<file path="src/rtl/irq_pkg.sv">
// Shared sizes and FSM encoding for the interrupt pending controller.
package irq_pkg;

  localparam int unsigned NIRQ = 16;
  localparam int unsigned ID_W = 4;

  typedef enum logic {
    IDLE    = 1'b0,
    PRESENT = 1'b1
  } state_e;

endpackage

</file>
<file path="src/rtl/encoder_164.sv">
// 16-to-4 priority encoder: L is the index of the highest set bit of A, GS flags any bit set.
module encoder_164
  import irq_pkg::*;
(
  input  logic [NIRQ-1:0] A,
  input  logic            EI,
  output logic [ID_W-1:0] L,
  output logic            GS
);

  always_comb begin
    L = '0;
    // Ascending scan so the highest set bit is the last one written.
    for (int unsigned i = 0; i < NIRQ; i++) begin
      if (A[i]) L = ID_W'(i);
    end
    if (!EI) L = '0;
    GS = EI & (|A);
  end

endmodule

</file>
<file path="src/rtl/irq_pend_ctrl.sv">
// Captures request lines into a pending vector and presents the highest eligible line
// through a valid/ready handshake, tracking per-line overruns in edge mode.
module irq_pend_ctrl
  import irq_pkg::*;
#(
  parameter int unsigned EDGE_MODE = 1
) (
  input  logic            clk,
  input  logic            rst_n,
  input  logic [NIRQ-1:0] req,
  input  logic [NIRQ-1:0] mask,
  input  logic            en,
  input  logic            irq_ready,
  input  logic            clr_ovr,
  output logic            irq_valid,
  output logic [ID_W-1:0] irq_id,
  output logic [NIRQ-1:0] pend,
  output logic [NIRQ-1:0] overrun
);

  state_e          state_q;
  logic [ID_W-1:0] irq_id_q;
  logic [NIRQ-1:0] req_d;
  logic [NIRQ-1:0] pend_q, pend_d;
  logic [NIRQ-1:0] overrun_q, overrun_d;
  logic [NIRQ-1:0] rise, clr_vec, ovr_set, eligible;
  logic [ID_W-1:0] enc_id;
  logic            any_elig;
  logic            accept;

  assign eligible = pend_q & mask;

  encoder_164 u_enc (
    .A  (eligible),
    .EI (1'b1),
    .L  (enc_id),
    .GS (any_elig)
  );

  always_comb begin
    rise      = (EDGE_MODE != 0) ? (req & ~req_d) : req;
    accept    = (state_q == PRESENT) & irq_ready;
    clr_vec   = accept ? (NIRQ'(1) << irq_id_q) : '0;
    // A new capture on the line being accepted keeps it pending and is not an overrun.
    pend_d    = (pend_q & ~clr_vec) | rise;
    ovr_set   = (EDGE_MODE != 0) ? (rise & pend_q & ~clr_vec) : '0;
    overrun_d = (clr_ovr ? '0 : overrun_q) | ovr_set;
  end

  always_ff @(posedge clk or negedge rst_n) begin
    if (!rst_n) begin
      req_d     <= '0;
      pend_q    <= '0;
      overrun_q <= '0;
    end else begin
      req_d     <= req;
      pend_q    <= pend_d;
      overrun_q <= overrun_d;
    end
  end

  // Returning to IDLE on accept guarantees one idle cycle before the next presentation.
  always_ff @(posedge clk or negedge rst_n) begin
    if (!rst_n) begin
      state_q  <= IDLE;
      irq_id_q <= '0;
    end else begin
      unique case (state_q)
        IDLE: begin
          if (en && any_elig) begin
            state_q  <= PRESENT;
            irq_id_q <= enc_id;
          end
        end
        PRESENT: begin
          if (irq_ready) state_q <= IDLE;
        end
      endcase
    end
  end

  assign irq_valid = (state_q == PRESENT);
  assign irq_id    = irq_id_q;
  assign pend      = pend_q;
  assign overrun   = overrun_q;

endmodule

</file>
<file path="config.mk">
export PLATFORM = sky130hd
export DESIGN_NAME = irq_pend_ctrl
export DESIGN_NICKNAME = d
export VERILOG_FILES = /design/src/rtl/irq_pkg.sv /design/src/rtl/encoder_164.sv /design/src/rtl/irq_pend_ctrl.sv
export SDC_FILE = /design/constraint.sdc
export NUM_CORES = 1
export LEC_CHECK = 0
export ABC_AREA = 1
export CAP_MARGIN = 10
export CORE_UTILIZATION = 35
export CTS_BUF_LIST = sky130_fd_sc_hd__clkbuf_16
export DETAILED_ROUTE_END_ITERATION = 8
export SLEW_MARGIN = 30
export SYNTH_ARGS = -nofsm -noshare
export SYNTH_HDL_FRONTEND = slang
export SYNTH_SLANG_ARGS = --single-unit
</file>
<file path="constraint.sdc">
create_clock -name clk -period 1.81 [get_ports clk]
set_input_delay 0.2715 -clock clk [delete_from_list [all_inputs] [get_ports clk]]
set_output_delay 0.2715 -clock clk [all_outputs]
set_load 0.02 [all_outputs]
</file>
## Yosys cells after proc, flatten, opt, wreduce, memory -nomap -nowiden

Index checks and enable logic that the tools add are counted.

- Flip-flop bits (word level): 53
- Bits of input ports: 37
- Output and inout port bits: 37
- Word-level logic and storage cells: 40

- Shift-type cells: 1
- Multiplexer cells: 20
- Bitwise operators: 11
- Reduce and logical (&&, ||, !) cells: 3

Operators by type and width:

| operator | number |
|---|---|
| $and A16 B16 Y16 | 5 |
| $mux W16 | 2 |
| $mux W4 | 8 |
| $not A16 Y16 | 2 |
| $or A16 B16 Y16 | 2 |
| $reduce_or A16 Y1 | 1 |
| $shl A1 B4 Y16 const A | 1 |
| $mux W3 | 4 |
| $mux W2 | 2 |
| $mux W1 | 3 |
| $pmux W1 S2 | 1 |
| $reduce_and A2 Y1 | 1 |
| $and A1 B1 Y1 | 1 |
| $logic_and A1 B1 Y1 | 1 |
| $not A1 Y1 | 1 |

## Longest topological paths before layout

Gate-level depths: netlist of the first run.

- Depth after elaboration: 16
- Depth in mapped cells: 16
- Depth with buffers taken out: 16

## Hierarchy

From an unflattened synthesis of the first run, not the netlist that was laid out.

- Cell total of the unflattened synthesis: 316
- Area, all modules: 2457.4 µm²

Modules (own cells, without submodules):

| module | times used | cells an instance | area an instance (µm²) | sequential area each (µm²) |
|---|---|---|---|---|
| irq_pend_ctrl | 1 | 266 | 2254.7 | 1326.3 |
| encoder_164 | 1 | 50 | 202.7 | 0.0 |

## Worst setup path after synthesis of the first run

OpenSTA, ideal clock, no wires.

- Path type: flip-flop to flip-flop
- From: reg pend_q[5] (netlist: pend[5])
- To: reg irq_id_q[1] (netlist: irq_id[1])
- Library setup time: 0.129 ns
- Arrival time: 1.262 ns
- Required time: 1.681 ns
- Path slack: 0.419 ns
- Stages on the path, launching flop included: 9
- Path buffers: 0
- Period minus slack after synthesis: 1.391 ns
- Cell sequence: dfrtp_1 -> nand2_2 -> nand2_1 -> nor2_1 -> inv_1 -> o311ai_2 -> nand2_2 -> o21ai_0 -> o21ai_0

- Word-level cells in the longest chain between the ends: 12
- Elaborated cells between the ends (all ways): 15
- Those cells by class: mux: 11; bitwise: 1; reduce/logical: 3

Ends and longest elaborated chain:

| item | RTL line | text |
|---|---|---|
| start, declared | irq_pend_ctrl.sv:24 | `logic [NIRQ-1:0] pend_q, pend_d;` |
| start signal, assigned | irq_pend_ctrl.sv:57 | `pend_q <= pend_d;` |
| $and A16 B16 Y16 * | irq_pend_ctrl.sv:31 | `assign eligible = pend_q & mask;` |
| $mux W3 (3 in a row) | encoder_164.sv:15 | `if (A[i]) L = ID_W'(i);` |
| $mux W4 (8 in a row) | encoder_164.sv:15 |  |
| end signal, assigned | irq_pend_ctrl.sv:72 | `irq_id_q <= enc_id;` |
| end, declared | irq_pend_ctrl.sv:22 | `logic [ID_W-1:0] irq_id_q;` |

Mark *: on every way between the ends. The rest lies on a longest branch, timed or not.
A chain may end at the register's enable or synchronous reset.

## Worst setup path in the final report of the first run

- From: reg irq_id_q[2] (netlist: irq_id[2])
- To: out irq_id[2]

RTL lines:

| item | RTL line | text |
|---|---|---|
| end, declared | irq_pend_ctrl.sv:16 | `output logic [ID_W-1:0] irq_id,` |

No word-level cell between the ends.

==> results of run 1 <==
-- synthesized netlist by cell type (2+ instances only) --
cell type	n	share of area
o32ai_1	2	0.0082
o21ai_0	6	0.014
nor3_1	8	0.019
nand2_2	3	0.0088
dfrtp_1	53	0.62
a31oi_1	2	0.0059
nor2_1	10	0.018
nand2_1	98	0.17
clkbuf_1	2	0.0035
inv_1	40	0.070
o22ai_1	14	0.041
-- cell type report --
type / instances / share of cell area
inverter: 41 / 0.04942
multi-input combinational: 147 / 0.2065
clock inverter: 3 / 0.005580
timing repair buffer: 79 / 0.2463
tap: 75 / 0.02989
sequential: 53 / 0.4225
clock buffer: 5 / 0.03986
-- per-stage QoR --
step                utilization  hold WS [ps]  setup WS (ps)  instance area, sq um  instances
floorplan                     -        -24.09          419.3                  2137        243
global placement         0.5044         219.9          142.6                  2987        394
detailed placement       0.5044         217.5          89.31                  2987        394
CTS                      0.5302         447.6          128.4                  3139        403
global route             0.5302         446.7          68.29                  3139        403
finish                   0.5302         442.8          123.0                  3139        403
-- path summary, 6_finish.rpt --
path                       depth (start not counted)      start         to  slack, ps
hold / removal                                     2      rst_n   req_d[3]        440
setup reg to reg                                   8    pend[6]  irq_id[1]        360
max in group asynchronous                          3      rst_n  req_d[14]        720
setup / recovery                                   1  irq_id[2]  irq_id[2]        120
min in group clk                                   1     req[7]   req_d[7]        450
hold reg to reg                                    1   req_d[8]    pend[8]        450
-- flip-flops by register name (all words and copies together), names as in the netlist --
signal	count
overrun	16
pend	16
req_d	16
irq_id	4
irq_valid	1
-- cell families (layout without fill, tap and decap cells) --
family / Yosys count / after routing / synth area share
and+or+nand+nor: 121 / 121 / 0.2225
DFF: 53 / 53 / 0.6206
buffers and inverters: 43 / 128 / 0.07611
AOI/OAI and AO/OA: 26 / 26 / 0.08080
-- routing by layer --
metal  vias up  part of all wire
met1       816              0.47
met4         0            0.0061
li1        927                 -
met5         -                 0
met3         4             0.041
met2        47              0.48
-- repair_timing --
| action | in CTS | in global routing |
|---|---|---|
| hold buffers | 1 | 0 |
| endpoints found under the hold margin | 16 | 0 |
| resized for setup | 0 | 0 |
| endpoints found under the setup margin | 0 | 0 |
-- power breakdown --
| part | internal, mW | switching [mW] | leakage, nW |
|---|---|---|---|
| registers | 1.37 | 0.161 | 0.583 |
| logic | 0.523 | 0.635 | 0.873 |
| clock network | 0.507 | 0.388 | 0.0696 |
| total | 2.40 | 1.18 | 1.53 |
==> metrics.md, run 1 <==
| Metric | Value |
|---|---|
| Clock Latency Late Sink | `280 ps` |
| HP Class | `input port to async pin` |
| DRT Wirelength | `around 5000 um` |
| Tcrit/Tclk final | `0.9320` |
| GR Util All Layers | `0.1676` |
| Drt drc | `0` |
| Status | `completed` |
| Slew Viols, Final | `0` |
| Max Buffers Root-to-Sink | `2` |
| Min Clock Period, post-route | `between 1500 and 2000 ps` |
| Area growth, synth to finish | `46.90%` |
| PortBufs | `73` |
| Arr. time, crit path | `between 1000 and 1500 ps` |
| Syn Area/Cell | `approximately 9 sq um` |
| Layout cell share with drive strength beyond 1 | `0.06402` |
| Crit Path Class | `flip-flop to output pin` |
| Std cell rows | `28` |
| Die footprint | `approximately 6400 sq um` |
| Post-synth EDFFs | `0` |
| Die height | `between 80 and 90 um` |
| Fin Clk Skew | `between 6 and 7 ps` |
| Max Cap Violations | `0` |
| Post-Syn Nets | `280` |
| Placer Congestion | `a little over 0.8` |
| Relative slew margins | `0.7317` |
| Routed via count | `1794` |
| Max FO, Critical Path | `7` |
| Hpwl dp | `3924 um` |
| Detailed Routing Iterations Pass 1 | `4` |
| Layout Nets | `364` |
| Area of the multi-input gates | `around 650 sq um` |
| H-tree depth | `2` |
| Seq/Total Area, Yosys | `0.6206` |
| Worst setup SP type | `flip-flop` |
| Sink Count | `53` |
| CP Cell Sequence | `clkdlybuf4s50_1` |
| Yosys reg bits | `53` |
| First-iteration detailed-routing DRC count | `77` |
| Final Hold Viols | `0` |
| Worst Path Required | `1540 ps` |
| Leading cell types in the layout, fill and taps excluded | `nand2_1, clkdlybuf4s50_1, dfrtp_1` |
| # diodes | `0` |
| Initial antenna violation count | `0` |
| I/O pin cnt | `74` |
| Synthesis Warnings | `0` |
| Fin Setup TNS | `0 ps` |
| Crit. End Element | `output pin` |
| CP max stage delay | `650 ps` |
| Routing usage on met2 | `0.2744` |
| CTS tree | `yes` |
| PwrDens | `1141 nW/um^2` |
| Cell Area, Synth | `2137 sq um` |
| Tot Pwr | `approximately 3.6 mW` |
| RSZ-0062 raised after global routing | `no` |
| Leakage | `1.525 nW` |
| Commonest register cell after synthesis | `dfrtp_1` |
| Die Wd | `~80 um` |
| Seq. cell area | `1326 sq um` |
| FMAX | `592.8 MHz` |
| Fill count | `between 500 and 600` |
| Met1 usage | `0.2216` |
| CP delay by family, top | `buffers and inverters` |
| CTS clock-pin slew for the worst setup and hold paths | `approximately 70 ps` |
| Post-CTS Setup Inserts | `0` |
| TritonCTS Buffers | `5` |
| Vias in the first global route | `approximately 1700` |
| Post-synth cell types | `16` |
| Layer with the highest usage | `met2` |
| Core box area | `around 5900 sq um` |
| Post-detailed-route count of antenna-violating nets | `0` |
| Post-Syn Instances | `roughly 240` |
| Vias per Instance | `approximately 4.5` |
| Asr flop ratio synth | `1.000` |
| Total gr overflow | `0` |
| Final setup fails | `0` |
| Largest net degree at the start of global routing | `24` |
| DR WL/cell | `around 12 um` |
| Root Buffer | `clkbuf_16` |
| Worst-Margin Slew | `roughly 400 ps` |
| Crit path buf inv count | `1` |
| VDD IR max | `0.8935 mV` |
| CP max-delay cell | `clkdlybuf4s50_1` |
| Most common cell after layout, fill and taps aside | `nand2_1` |
| First-pass GRT wire length | `approximately 8100 um` |
| Starting density of the core | `0.3609` |
| Met3 usage | `0.04205` |
Power figures use the tool's default switching activity.
==> inputs of run 2 (changes only) <==
--- a/config.mk
+++ b/config.mk
@@ -7,9 +7,10 @@
 export LEC_CHECK = 0
 export ABC_AREA = 1
 export CAP_MARGIN = 10
-export CORE_UTILIZATION = 35
+export CORE_UTILIZATION = 45
 export CTS_BUF_LIST = sky130_fd_sc_hd__clkbuf_16
 export DETAILED_ROUTE_END_ITERATION = 8
+export PLACE_DENSITY = 0.8
 export SLEW_MARGIN = 30
 export SYNTH_ARGS = -nofsm -noshare
 export SYNTH_HDL_FRONTEND = slang
==> run 2 against run 1 <==
  * Sequential share of layout area decreased by 0.42 points
  * Die area decreased by 22%
  * Total power grew 8.4%
  * Largest cell class unchanged
  * Via count rose by 2.9%
  * The flow now finishes with violations (design-rule violations)
  * Clock skew decreased by 3.1 ps
  * Critical path type unchanged
  * Worst setup slack improved by 3.7 ps
  * Cell count decreased by 5.7%
  * Global-route usage increased by 5.0 points
  * Core utilization increased by 18 points
  * Combinational power is essentially flat
==> metrics.md, run 2 (synthesis results as in run 1) <==
| Metric | Value |
|---|---|
| Status | `finished with violations` |
| Failing checks | `design-rule violations` |
| First-pass GRT wire length | `8321 um (+3.3%)` |
| Vias in the first global route | `1780 (+4.6%)` |
| Slew Viols, Final | `0 (unchanged)` |
| Area growth, synth to finish | `48.36%` |
| VDD IR max | `0.7537 mV (-16%)` |
| Drt drc | `6 (+6)` |
| Count of cells along the worst register-to-register path | `8 (unchanged)` |
| Crit. End Element | `output pin` |
| Layout Nets | `364 (unchanged)` |
| Die footprint | `5028 sq um (-22%)` |
| Worst Path Required | `1540 ps (about the same)` |
| GR Util All Layers | `0.2180 (+0.05032)` |
| FF-to-FF End | `irq_id[1]` |
| RSZ-0062 raised after global routing | `no` |
| FMAX | `594.1 MHz (+0.22%)` |
| Max Buffers Root-to-Sink | `2 (unchanged)` |
| Largest net degree at the start of global routing | `25 (+4.2%)` |
| Area of the multi-input gates | `648.1 sq um (unchanged)` |
| Reg2reg setup slack | `330 ps (-30 ps)` |
| Clock Latency Late Sink | `290 ps (about the same)` |
| Leakage | `1.554 nW (+1.9%)` |
| H-tree depth | `2 (unchanged)` |
| Leading cell types in the layout, fill and taps excluded | `nand2_1, clkdlybuf4s50_1, dfrtp_1` |
| I/O pin cnt | `74 (unchanged)` |
| Std cell rows | `24 (-14%)` |
| Worst-Margin Slew | `315.1 ps (-87.38 ps)` |
| Crit Path Class | `flip-flop to output pin` |
| DP Area | `2970 sq um (-0.54%)` |
| Fill count | `342 (-41%)` |
| DR WL/cell | `13.12 um (+7.7%)` |
| CP max stage delay | `650 ps (about the same)` |
| # diodes | `0 (unchanged)` |
| Layout cell share with drive strength beyond 1 | `0.06402 (unchanged)` |
| Die height | `70.91 um (-12%)` |
| Starting density of the core | `0.4809 (+0.1199)` |
| Post-detailed-route count of antenna-violating nets | `0 (unchanged)` |
| CP Cell Sequence | `clkdlybuf4s50_1` |
| Fin Clk Skew | `3.873 ps (-3.090 ps)` |
| Tcrit/Tclk final | `0.9300 (-0.002040)` |
| Die Wd | `70.91 um (-12%)` |
| Routed via count | `1846 (+2.9%)` |
| Fin Setup TNS | `0 ps (unchanged)` |
| DRT Wirelength | `4987 um (+1.5%)` |
| Internal | `2.684 mW (+12%)` |
| Sequential Power Share | `0.393 (-0.034)` |
| Sink Count | `53 (unchanged)` |
| Worst r2r src | `pend[6]` |
| Final setup fails | `0 (unchanged)` |
| Comb power frac | `0.300 (-0.023)` |
| CTS clock-pin slew for the worst setup and hold paths | `70 ps (about the same)` |
| First-iteration detailed-routing DRC count | `111 (+44%)` |
| Total gr overflow | `0 (unchanged)` |
| Clk pwr share | `0.307 (+0.057)` |
| Most common cell after layout, fill and taps aside | `nand2_1` |
| HP Class | `input port to async pin` |
| Placer Congestion | `0.8571 (+3.9%)` |
| Core box area | `4444 sq um (-25%)` |
| Max FO, Critical Path | `7 (unchanged)` |
| Post-CTS Setup Inserts | `0 (unchanged)` |
| Net Sw Frac | `0.3093 (-0.02132)` |
| Hold Slack | `390.0 ps (-52.77 ps)` |
| NetSw | `1.202 mW (+1.5%)` |
| Seq. cell area | `1326 sq um (unchanged)` |
| Crit path buf inv count | `1 (unchanged)` |
| Place WS | `93.38 ps (+4.076 ps)` |
| CTS tree | `yes` |
| Vias per Instance | `4.858 (+9.1%)` |
| Final Hold Viols | `0 (unchanged)` |
| Worst setup SP type | `flip-flop` |
| CP max-delay cell | `clkdlybuf4s50_1` |
| Min Clock Period, post-route | `1683 ps (-3.692 ps)` |
| Initial antenna violation count | `0 (unchanged)` |
| CP delay by family, top | `buffers and inverters` |
| Fin util | `0.7134 (+0.1832)` |
| PortBufs | `73 (unchanged)` |
| Detailed Routing Iterations Pass 1 | `6 (+2)` |
| Worst Setup Slack, final | `126.7 ps (+3.692 ps)` |
| Arr. time, crit path | `1410 ps (about the same)` |
| PwrDens | `1225 nW/um^2 (+7.4%)` |
| Hpwl dp | `3817 um (-2.7%)` |
| Post-layout instance area | `3171 sq um (+1.0%)` |
| TritonCTS Buffers | `5 (unchanged)` |
| Relative slew margins | `0.7883 (+0.05663)` |
| Max Cap Violations | `0 (unchanged)` |
| Root Buffer | `clkbuf_16` |
## run 2: power by group through the flow
stage | logic [mW] | clock network (mW) | registers (mW)
after global placement | 1.14 | 0 | 1.55
after CTS | 1.17 | 1.21 | 1.53
after detailed placement | 1.16 | 0 | 1.55
after global routing | 1.28 | 1.26 | 1.55
after floorplan | 0.390 | 0 | 1.73
final | 1.17 | 1.19 | 1.53
## run 2: layout make-up
class | count | share of cell area
multi-input cells | 147 | 0.2044
well taps | 52 | 0.02052
clock buffers | 5 | 0.03946
flip-flops and latches | 53 | 0.4183
clock inverters | 3 | 0.02052
inverters | 41 | 0.04893
repair buffers | 79 | 0.2478
## run 2: metal layers
layer  wire [um]  track usage  up-vias
li1            -            -      923
met1        2171       0.2757      860
met2        2503       0.3707       50
met3         197      0.04558       13
met4         114      0.08222        0
met5           0            0        -
## run 2: per-stage QoR
step | power (mW) | std cells
after floorplan | 2.119 | 243
after global placement | 2.692 | 371
final | 3.885 | 380
after CTS | 3.911 | 380
after detailed placement | 2.707 | 371
after global routing | 4.090 | 380
## run 2: what timing repair did
| item | in CTS | in global routing |
|---|---|---|
| gates resized for setup | 0 | 0 |
| hold buffers | 1 | 0 |
| endpoints found under the hold margin | 9 | 0 |
## run 2: worst max path at each step
stage,depth (start not counted),endpoint,slack (ps),startpoint
global route,1,irq_id[0],80,irq_id[0]
finish,1,irq_id[0],130,irq_id[0]
floorplan,8,irq_id[1],420,pend[5]
CTS,1,irq_id[0],130,irq_id[0]
detailed placement,9,irq_id[1],90,mask[4]
global placement,9,irq_id[1],110,mask[4]
==> inputs of run 3 (changes only) <==
--- a/config.mk
+++ b/config.mk
@@ -15,3 +15,4 @@
 export SYNTH_ARGS = -nofsm -noshare
 export SYNTH_HDL_FRONTEND = slang
 export SYNTH_SLANG_ARGS = --single-unit
+export TNS_END_PERCENT = 100
==> results of run 3 <==
Same layout as run 2: the final DEF is identical, and so are final timing and power.
